--- src/rtl/clk_fwd_enable_ctrl.sv ---
// Forwarded-clock enable controller: qualifies the asynchronous PLL/MMCM locked flag,
// settles before enabling the output stage, holds off after a loss and tracks loss status.
//
// state     | meaning
// ----------+----------------------------------------------------------
// IDLE      | forwarding not requested, enable low
// WAIT_LOCK | forwarding requested, waiting for synchronised lock
// SETTLE    | lock seen, counting SETTLE_CYCLES of stable lock
// RUN       | enable high, watching for loss of lock or request drop
// HOLDOFF   | lock was lost in RUN, enable forced low for HOLDOFF_CYCLES
module clk_fwd_enable_ctrl #(
   parameter int SYNC_STAGES    = 2,
   parameter int SETTLE_CYCLES  = 1024,
   parameter int HOLDOFF_CYCLES = 64,
   parameter int CNT_W          = 16
) (
   input  logic       clk,
   input  logic       rst,
   input  logic       locked_async,
   input  logic       fwd_req,
   input  logic       clear_status,
   output logic       clk_fwd_en,
   output logic       lock_lost,
   output logic [7:0] loss_cnt,
   output logic [2:0] state_o
);

   typedef enum logic [2:0] {
      IDLE      = 3'd0,
      WAIT_LOCK = 3'd1,
      SETTLE    = 3'd2,
      RUN       = 3'd3,
      HOLDOFF   = 3'd4
   } state_t;

   localparam logic [CNT_W-1:0] SETTLE_LAST  = CNT_W'(SETTLE_CYCLES - 1);
   localparam logic [CNT_W-1:0] HOLDOFF_LAST = CNT_W'(HOLDOFF_CYCLES - 1);

   state_t                 state;
   logic [CNT_W-1:0]       cnt;
   logic [SYNC_STAGES-1:0] sync_q;
   logic                   lock_s;
   logic                   loss_evt;

   // Only place locked_async is sampled.
   always_ff @(posedge clk or negedge rst) begin
      if (!rst) begin
         sync_q <= '0;
      end else begin
         sync_q <= {sync_q[SYNC_STAGES-2:0], locked_async};
      end
   end

   assign lock_s   = sync_q[SYNC_STAGES-1];
   assign loss_evt = (state == RUN) && fwd_req && !lock_s;
   assign state_o  = state;

   always_ff @(posedge clk or negedge rst) begin
      if (!rst) begin
         state      <= IDLE;
         cnt        <= '0;
         clk_fwd_en <= 1'b0;
      end else begin
         case (state)
            IDLE: begin
               clk_fwd_en <= 1'b0;
               if (fwd_req) state <= WAIT_LOCK;
            end
            WAIT_LOCK: begin
               clk_fwd_en <= 1'b0;
               if (!fwd_req) begin
                  state <= IDLE;
               end else if (lock_s) begin
                  state <= SETTLE;
                  cnt   <= '0;
               end
            end
            SETTLE: begin
               if (!fwd_req) begin
                  state <= IDLE;
               end else if (!lock_s) begin
                  state <= WAIT_LOCK;
               end else if (cnt == SETTLE_LAST) begin
                  state      <= RUN;
                  clk_fwd_en <= 1'b1;
               end else begin
                  cnt <= cnt + CNT_W'(1);
               end
            end
            RUN: begin
               if (!fwd_req) begin
                  state      <= IDLE;
                  clk_fwd_en <= 1'b0;
               end else if (!lock_s) begin
                  state      <= HOLDOFF;
                  cnt        <= '0;
                  clk_fwd_en <= 1'b0;
               end
            end
            HOLDOFF: begin
               clk_fwd_en <= 1'b0;
               if (cnt == HOLDOFF_LAST) begin
                  state <= fwd_req ? WAIT_LOCK : IDLE;
               end else begin
                  cnt <= cnt + CNT_W'(1);
               end
            end
            default: begin
               state      <= IDLE;
               clk_fwd_en <= 1'b0;
            end
         endcase
      end
   end

   // A loss on the same edge as a clear restarts the count at one.
   always_ff @(posedge clk or negedge rst) begin
      if (!rst) begin
         lock_lost <= 1'b0;
         loss_cnt  <= 8'd0;
      end else if (loss_evt) begin
         lock_lost <= 1'b1;
         if (clear_status)          loss_cnt <= 8'd1;
         else if (loss_cnt != 8'hFF) loss_cnt <= loss_cnt + 8'd1;
      end else if (clear_status) begin
         lock_lost <= 1'b0;
         loss_cnt  <= 8'd0;
      end
   end

endmodule

--- config.mk ---
export PLATFORM = sky130hd
export DESIGN_NAME = clk_fwd_enable_ctrl
export DESIGN_NICKNAME = d
export VERILOG_FILES = /design/src/rtl/clk_fwd_enable_ctrl.sv
export SDC_FILE = /design/constraint.sdc
export NUM_CORES = 1
export LEC_CHECK = 0
export ABC_CLOCK_PERIOD_IN_PS = 2100
export BUFFER_PORTS_ARGS = -buffer_cell sky130_fd_sc_hd__buf_2
export CORE_MARGIN = 1.5
export CORE_UTILIZATION = 44
export DETAILED_ROUTE_END_ITERATION = 8
export GPL_TIMING_DRIVEN = 0
export HOLD_SLACK_MARGIN = 0.02
export SYNTH_ARGS = -nofsm -noshare
export SYNTH_HDL_FRONTEND = slang
export SYNTH_SLANG_ARGS = --single-unit
--- constraint.sdc ---
create_clock -name clk -period 2.1 [get_ports clk]
set_clock_uncertainty 0.05 [all_clocks]
set_input_delay 0.42 -clock clk [delete_from_list [all_inputs] [get_ports clk]]
set_output_delay 0.42 -clock clk [all_outputs]
set_load 0.05 [all_outputs]
==> results of run 1 <==
-- cell families (layout without fill, tap and decap cells) --
family                   after synthesis  in the layout  synth area share
multiplexers                           2              2           0.01117
XOR/XNOR                               5              5           0.02443
AND/OR/NAND/NOR                       93             93            0.3105
flip-flops                            31             31            0.4327
adder cells (fa/ha/maj)                2              2           0.01395
buffers and inverters                 14             59           0.04536
AO/OA/AOI/OAI                         38             38            0.1619
-- metrics by stage --
stage	worst slack, ns	area (µm²)	total power [mW]	hold slack, ns	std cells
after floorplan	-0.01892	1805	0.7190	0.07441	185
after global placement	-0.2417	1948	0.7566	0.2907	251
after detailed placement	-0.3191	1948	0.7642	0.3037	251
after CTS	-0.08287	2255	1.309	0.1595	276
after global routing	-0.1665	2341	1.376	0.1862	280
final	-0.1088	2341	1.318	0.1261	280
-- worst reg2reg max path, delay by kind of cell (launching register included) --
kind,cells,cell delay (ns)
simple gates,3,0.49
fa+ha+maj,1,0.19
flops,1,0.41
buf+inv,3,0.46
compound gates,2,0.50
-- routing by layer --
layer	share of wire	up-vias
met4	0.013	0
li1	-	790
met3	0.044	7
met1	0.43	814
met5	0	-
met2	0.52	47
-- state kept, by name, summed over array words and instances (netlist names) --
register	flops
loss_cnt	8
lock_lost	1
sync_q	2
cnt	16
clk_fwd_en	1
state_o	3
-- cell usage after synthesis, types with 3 or more instances --
library cell and instances:
sky130_fd_sc_hd__dfrtp_1 31, sky130_fd_sc_hd__nor3_1 18, sky130_fd_sc_hd__nand2_1 14, sky130_fd_sc_hd__a211o_1 11, sky130_fd_sc_hd__nor2_1 11, sky130_fd_sc_hd__nand3_1 10
sky130_fd_sc_hd__o21ai_0 10, sky130_fd_sc_hd__and3_1 6, sky130_fd_sc_hd__and3_2 6, sky130_fd_sc_hd__inv_1 5, sky130_fd_sc_hd__a21oi_1 4, sky130_fd_sc_hd__nand4_1 4
sky130_fd_sc_hd__buf_6 3, sky130_fd_sc_hd__nor2b_1 3, sky130_fd_sc_hd__xnor2_1 3
-- repair_timing --
item	4_1_cts	5_1_grt
pin swaps	6	16
hold buffers	0	0
setup buffers	18	4
endpoints found under the setup margin	16	18
gates cloned	1	1
gates resized for setup	16	11
hold endpoints to repair	0	0
-- final timing paths --
| path | startpoint | endpoint | slack (ns) |
|---|---|---|---|
| setup / recovery | cnt[0] | cnt[4] | -0.11 |
| hold / removal | rst | lock_lost | 0.13 |
| hold reg to reg | sync_q[0] | sync_q[1] | 0.31 |
| max in group asynchronous | rst | state_o[1] | 1.38 |
| setup reg to reg | cnt[0] | cnt[4] | -0.11 |
| min in group clk | locked_async | sync_q[0] | 0.20 |
-- power by group through the flow --
stage / Sequential (mW) / Combinational (mW) / Clock (mW)
after floorplan: 0.652 / 0.0675 / 0
after global routing: 0.631 / 0.185 / 0.560
after detailed placement: 0.639 / 0.125 / 0
after CTS: 0.630 / 0.148 / 0.531
after global placement: 0.637 / 0.120 / 0
final: 0.629 / 0.168 / 0.520
-- area by class of cell --
class	count	area, µm²	share of cell area
flip-flops and latches	31	780.7	0.3335
well taps	50	62.56	0.02672
inverters	5	18.77	0.008017
repair buffers	39	281.5	0.1203
plain buffers	7	65.06	0.02779
clock buffers	8	100.1	0.04276
multi-input cells	140	1032	0.4409
==> flow_summary.rst, run 1 <==
.. list-table::
   :header-rows: 1

   * - Metric
     - Value
   * - Result of the run
     - finished, violations left
   * - Violated checks
     - setup timing
   * - Worst Path Buf+Inv
     - 3
   * - Area leader, netlist
     - sky130_fd_sc_hd__dfrtp_1
   * - RSZ-0062 raised after global routing
     - yes
   * - Library cell contributing the largest single delay on the critical path
     - sky130_fd_sc_hd__dfrtp_1
   * - Number of buffers created by CTS
     - 5
   * - Fraction of final layout cells sized beyond drive strength 1
     - 0.3522
   * - Slew Limit Headroom
     - 0.5395
   * - Clock insertion delay at the later pin of the skew report
     - 0.28 ns
   * - Worst Path Max Fanout
     - 6
   * - Worst voltage drop across the vdd grid
     - 0.3130 mV
   * - Dpl hpwl
     - 2877 µm
   * - Via count of the first global-routing pass
     - 1635
   * - Synth cell types
     - 47
   * - Cell internal power dissipation
     - 978.7 µW
   * - Part of the power in the clock network
     - 0.395
   * - Share of the synthesized area in the top cell type
     - 0.4327
   * - Total die area
     - 4467 µm²
   * - Count of inserted antenna diode cells
     - 0
   * - Tightest Pin Transition
     - 0.6907 ns
   * - Number of rows in the core area
     - 23
   * - Floorplan die width
     - 66.84 µm
   * - Iteration count of the initial detailed-routing pass
     - 5
   * - Critical path's largest stage delay
     - 0.41 ns
   * - Buffers added on ports
     - 16
   * - Htree depth
     - 2
   * - Endpoint kind of the worst setup timing path
     - register
   * - Leakage power summed over all cells
     - 1.060 nW
   * - Number of buffers on the longest clock path
     - 2
   * - Fillers
     - 338
   * - Final design utilization
     - 0.5895
   * - Cell types with the largest area share after synthesis
     - sky130_fd_sc_hd__dfrtp_1 (43%), sky130_fd_sc_hd__a211o_1 (5.4%), sky130_fd_sc_hd__nor3_1 (5.0%)
   * - Area growth from synthesis to layout
     - 30.57%
   * - Post-route DRC violation count
     - 0
   * - TritonCTS clock tree
     - built
   * - Total detailed-routing wirelength
     - 4562 µm
   * - Number of logic stages on the critical path including buffering
     - 9
   * - CP required
     - 2.22 ns
   * - DRT antenna net count
     - 0
   * - Number of clock sinks seen by CTS
     - 31
   * - Initial standard-cell utilization of the core
     - 0.4515
   * - Number of max-slew violations in the final report
     - 0
   * - Switching Share
     - 0.2575
   * - IO Pins
     - 18
   * - Arrival time at the worst endpoint
     - 2.33 ns
   * - Most used flip-flop cell after synthesis
     - sky130_fd_sc_hd__dfrtp_1
   * - First-pass GRT wire length
     - 7645 µm
   * - Cell area after synthesis
     - 1793 µm²
   * - Chain of cells forming the critical path
     - ha_4, nand3_4, nor4_4, buf_4, buf_4, a22o_1, or2_4, clkbuf_16, a211o_1
   * - R2r worst-path depth
     - 9
   * - Core region area
     - 3971 µm²
   * - Count of max-cap constraint violations
     - 0
   * - Vias per cell
     - 5.921
   * - Fraction of power consumed by sequential logic
     - 0.477
   * - Final critical delay including setup and external delays
     - 2.209 ns
   * - Total power per unit cell area
     - 563.0 nW/µm²
   * - Post-Syn Instances
     - 185
   * - M2 GR Usage
     - 0.3925
   * - CTS clock-pin slew for the worst setup and hold paths
     - 0.07 ns
   * - Count of final hold-check violations
     - 0
   * - GRT Resource Usage Total
     - 0.2277
   * - Yosys warnings
     - 0
   * - Slack of the critical path
     - -0.1088 ns
   * - Cell family with the largest share of critical-path delay
     - compound AO/OA/AOI/OAI gates
   * - Nets in the synthesized netlist
     - 192
   * - Commonest non-fill, non-tap cells in the layout
     - sky130_fd_sc_hd__dfrtp_1 (27), sky130_fd_sc_hd__buf_4 (19), sky130_fd_sc_hd__buf_2 (17), sky130_fd_sc_hd__nor3_1 (17), sky130_fd_sc_hd__nand2_1 (14)
   * - HP Class
     - input port to asynchronous set/reset pin
   * - Average wire length per cell after detail routing
     - 16.29 µm
   * - Total vias in the final route
     - 1658
   * - DRC violation total after the first TritonRoute iteration
     - 74
   * - Gp weighted congestion
     - 0.8209
   * - Global-route track usage on met3
     - 0.05574
   * - Average instance area after synthesis
     - 9.692 µm²
   * - Number of enable flip-flop cells after synthesis
     - 0
   * - Initial antenna violation count
     - 0
   * - Chip Height
     - 66.84 µm
   * - Final total negative setup slack
     - -1.131 ns
   * - Global Route met1 Usage
     - 0.2851
   * - Switching power summed over all nets
     - 339.4 µW
   * - Share of the clock period used by the worst path after layout
     - 1.052
   * - Setup-violating endpoint count in the final report
     - 15
   * - Clock tree root driver cell
     - sky130_fd_sc_hd__clkbuf_8
   * - Global routing's busiest layer
     - met2
   * - Most common cell after layout, fill and taps aside
     - sky130_fd_sc_hd__dfrtp_1
   * - Register bit total from synthesis
     - 31
   * - Highest clock frequency the design can meet
     - 0.4527 GHz
   * - Cell repeated most along the worst path
     - sky130_fd_sc_hd__buf_4
   * - Setup crit start kind
     - register
   * - Comb power frac
     - 0.128
   * - Sequential cell area fraction in the yosys report
     - 0.4327
   * - Pin count of the biggest net entering global routing
     - 32
   * - GRT Residual Overflow
     - 0
   * - Final #Nets
     - 236
   * - Critical path class
     - register to register
   * - Asr flop ratio synth
     - 1.000
(Power assumes the default switching activity.)
==> run 2, diff against run 1 <==
ABC_AREA = 1   (was not set)
==> run 2 against run 1 <==
Against the previous run: the run now ends clean; total power is 45% higher; critical path type unchanged; critical path depth unchanged; clock power up 19%; combinational power rose to 3.6 times the previous value; fmax rose by 32%; sequential share of layout area is 1.3 points higher; core utilization down 7.2 points; sequential power grew 8.9%; synthesized cell count increased by 44%; clock-buffer cell count decreased by 2; design area shrank 4.4%; largest cell class unchanged.
==> flow_summary.rst, run 2 <==
.. list-table::
   :header-rows: 1

   * - Metric
     - Value
   * - Result of the run
     - finished, final reports clean
   * - R2r worst-path depth
     - 9 (unchanged)
   * - DRT antenna net count
     - 0 (unchanged)
   * - Highest clock frequency the design can meet
     - 0.5980 GHz (+32%)
   * - Flip-flop count of the largest register, all copies and words added
     - 16 (unchanged)
   * - Number of cells upsized or downsized after cts
     - 0 (-16)
   * - IO Pins
     - 18 (unchanged)
   * - Nets in the synthesized netlist
     - 274 (+43%)
   * - Count of inserted antenna diode cells
     - 0 (unchanged)
   * - Summed area of non-filler cells in the final layout
     - 2238 µm² (-4.4%)
   * - Fillers
     - 450 (+33%)
   * - Worst voltage drop across the vdd grid
     - 0.3138 mV (+0.26%)
   * - Average wire length per cell after detail routing
     - 11.27 µm (-31%)
   * - Cell family with the largest share of critical-path delay
     - simple AND/OR/NAND/NOR gates
   * - Count of max-cap constraint violations
     - 0 (unchanged)
   * - CTS clock-pin slew for the worst setup and hold paths
     - 0.07 ns (about the same)
   * - Worst R2R End
     - cnt[14]
   * - Total die area
     - 4890 µm² (+9.5%)
   * - Top register by number of flip-flops
     - cnt
   * - Worst Path Buf+Inv
     - 1 (-2)
   * - Yosys warnings
     - 0 (unchanged)
   * - Endpoint kind of the worst setup timing path
     - register
   * - Critical path's largest stage delay
     - 0.39 ns (-0.02 ns)
   * - Setup crit start kind
     - register
   * - Origin of the worst setup path
     - cnt[0]
   * - Floorplan die width
     - 69.93 µm (+4.6%)
   * - Clock insertion delay at the later pin of the skew report
     - 0.28 ns (about the same)
   * - Htree depth
     - 2 (unchanged)
   * - Count of final hold-check violations
     - 0 (unchanged)
   * - CP required
     - 2.23 ns (about the same)
   * - Area growth from synthesis to layout
     - 13.59%
   * - Number of rows in the core area
     - 24 (+4.3%)
   * - R2R setup slack
     - 0.43 ns (+0.54 ns)
   * - RSZ-0062 raised after global routing
     - no
   * - Initial antenna violation count
     - 0 (unchanged)
   * - Pin count of the biggest net entering global routing
     - 32 (unchanged)
   * - Most common cell after layout, fill and taps aside
     - sky130_fd_sc_hd__nand2_1
   * - Final total negative setup slack
     - 0 ns (+1.131 ns)
   * - Commonest non-fill, non-tap cells in the layout
     - sky130_fd_sc_hd__nand2_1 (90), sky130_fd_sc_hd__dfrtp_1 (31), sky130_fd_sc_hd__nand3_1 (24)
   * - Chip Height
     - 69.93 µm (+4.6%)
   * - Iteration count of the initial detailed-routing pass
     - 4 (-1)
   * - Initial standard-cell utilization of the core
     - 0.4557 (+0.004248)
   * - Clock tree root driver cell
     - sky130_fd_sc_hd__clkbuf_8
   * - Leakage power summed over all cells
     - 1.156 nW (+9.0%)
   * - Synth cell types
     - 27 (-43%)
   * - Asr flop ratio synth
     - 1.000 (unchanged)
   * - Cell types with the largest area share after synthesis
     - sky130_fd_sc_hd__dfrtp_1 (39%), sky130_fd_sc_hd__nand2_1 (17%), sky130_fd_sc_hd__nand3_1 (6.1%)
   * - Most used flip-flop cell after synthesis
     - sky130_fd_sc_hd__dfrtp_1
   * - Slew Limit Headroom
     - 0.5344 (-0.005053)
   * - Setup-violating endpoint count in the final report
     - 0 (-15)
   * - Arrival time at the worst endpoint
     - 1.80 ns (-0.53 ns)
   * - Worst Path Max Fanout
     - 10 (+4)
   * - Total detailed-routing wirelength
     - 3878 µm (-15%)
   * - Sequential cell area fraction in the yosys report
     - 0.3937 (-0.03901)
   * - Commonest cells in the netlist
     - sky130_fd_sc_hd__nand2_1 (90), sky130_fd_sc_hd__dfrtp_1 (31), sky130_fd_sc_hd__nand3_1 (24)
   * - Via count of the first global-routing pass
     - 1579 (-3.4%)
   * - Total power per unit cell area
     - 851.5 nW/µm² (+51%)
   * - Most numerous cell in the Yosys netlist
     - sky130_fd_sc_hd__nand2_1
   * - GRT Residual Overflow
     - 0 (unchanged)
   * - Area post-placement
     - 2121 µm² (+8.9%)
   * - Final design utilization
     - 0.5177 (-0.07183)
   * - Cell area after synthesis
     - 1971 µm² (+9.9%)
   * - Post-Syn Instances
     - 267 (+44%)
   * - Fraction of final layout cells sized beyond drive strength 1
     - 0.2295 (-0.1227)
   * - Hold-fix buffers at CTS
     - 0 (unchanged)
   * - Dpl hpwl
     - 2838 µm (-1.3%)
   * - Library cell contributing the largest single delay on the critical path
     - sky130_fd_sc_hd__dfrtp_1
   * - Post-route DRC violation count
     - 0 (unchanged)
   * - Tightest Pin Transition
     - 0.6983 ns (+0.007580 ns)
   * - Register bit total from synthesis
     - 31 (unchanged)
   * - Vias per cell
     - 4.910 (-17%)
   * - Number of max-slew violations in the final report
     - 0 (unchanged)
   * - HP Class
     - input port to asynchronous set/reset pin
   * - Total vias in the final route
     - 1689 (+1.9%)
   * - GRT Resource Usage Total
     - 0.1755 (-0.05216)
   * - Cell repeated most along the worst path
     - sky130_fd_sc_hd__nand2_1
   * - Chain of cells forming the critical path
     - ha_1, nand3_2, nor2_4, nand2_1, nand2_2, nand2_4, buf_6, nand2_1, nand2_1
   * - Share of the clock period used by the worst path after layout
     - 0.7963 (-0.2556)
   * - Average instance area after synthesis
     - 7.381 µm² (-24%)
   * - Gp weighted congestion
     - 0.8194 (-0.18%)
   * - Startpoint of the worst-slack reg-to-reg timing path
     - cnt[0]
   * - Final #Nets
     - 298 (+26%)
   * - Area leader, netlist
     - sky130_fd_sc_hd__dfrtp_1
   * - Share of the synthesized area in the top cell type
     - 0.3937 (-0.03901)
   * - Number of buffers inserted to repair setup after CTS
     - 0 (-18)
   * - TritonCTS clock tree
     - built
   * - Number of clock sinks seen by CTS
     - 31 (unchanged)
   * - Number of buffers created by CTS
     - 5 (unchanged)
   * - Buffers added on ports
     - 17 (+1)
   * - Core region area
     - 4324 µm² (+8.9%)
   * - DRC violation total after the first TritonRoute iteration
     - 91 (+23%)
   * - Critical path class
     - register to register
   * - Number of buffers on the longest clock path
     - 2 (unchanged)
   * - Final critical delay including setup and external delays
     - 1.672 ns (-0.5367 ns)
   * - First-pass GRT wire length
     - 6934 µm (-9.3%)
   * - Number of enable flip-flop cells after synthesis
     - 0 (unchanged)
[run 2: cell count changes after synthesis, sizes merged, moves of 12 or more]
cell   previous run  this run
nor2             11        29
nand2            14       107
nand3            10        28
nor3             18         3
inv               5        25
and3             12         0
[run 2: final cells by class]
type	instances	area, µm²	share of cell area
clock buffers	6	82.58	0.03689
repair buffers	17	85.08	0.03801
flip-flops and latches	31	775.7	0.3466
plain buffers	2	31.28	0.01397
well taps	52	65.06	0.02907
multi-input cells	208	1066	0.4762
clock inverters	2	35.03	0.01565
inverters	26	97.59	0.04360
[run 2: kinds of logic (layout without fill, tap and decap cells)]
logic type,after synthesis,in the layout,synth area share
AO/OA/AOI/OAI,16,16,0.04127
XOR/XNOR,9,9,0.04000
adder cells (fa/ha/maj),2,2,0.01270
flip-flops,31,31,0.3936
buffers and inverters,28,53,0.06539
AND/OR/NAND/NOR,181,181,0.4470
[run 2: power by group]
group	switching (mW)	internal [mW]	total (mW)
clock	0.235	0.384	0.618
sequential	0.0491	0.636	0.685
combinational	0.405	0.198	0.602
total	0.688	1.22	1.91
[run 2: worst max-delay path by stage]
stage	depth (start not counted)	end
after CTS	9	cnt[12]
after global routing	9	cnt[12]
final	9	cnt[14]
after global placement	9	cnt[14]
after floorplan	10	cnt[7]
after detailed placement	9	cnt[12]
[run 2: through the flow]
stage / std cells / hold WS (ns) / setup slack [ns] / total power, mW
detailed placement: 336 / 0.2916 / 0.4254 / 1.305
global route: 344 / 0.1711 / 0.2819 / 2.017
global placement: 336 / 0.2842 / 0.4322 / 1.304
finish: 344 / 0.1241 / 0.4279 / 1.906
CTS: 344 / 0.1656 / 0.4128 / 1.938
floorplan: 267 / 0.07441 / 0.3445 / 1.177
[run 2: metal layers]
layer | share of wire | GRT usage | vias to the layer above
met2 | 0.44 | 0.2656 | 17
met4 | 0.016 | 0.06624 | 0
met5 | 0 | 0 | -
met1 | 0.52 | 0.2435 | 763
li1 | - | - | 902
met3 | 0.025 | 0.04329 | 7
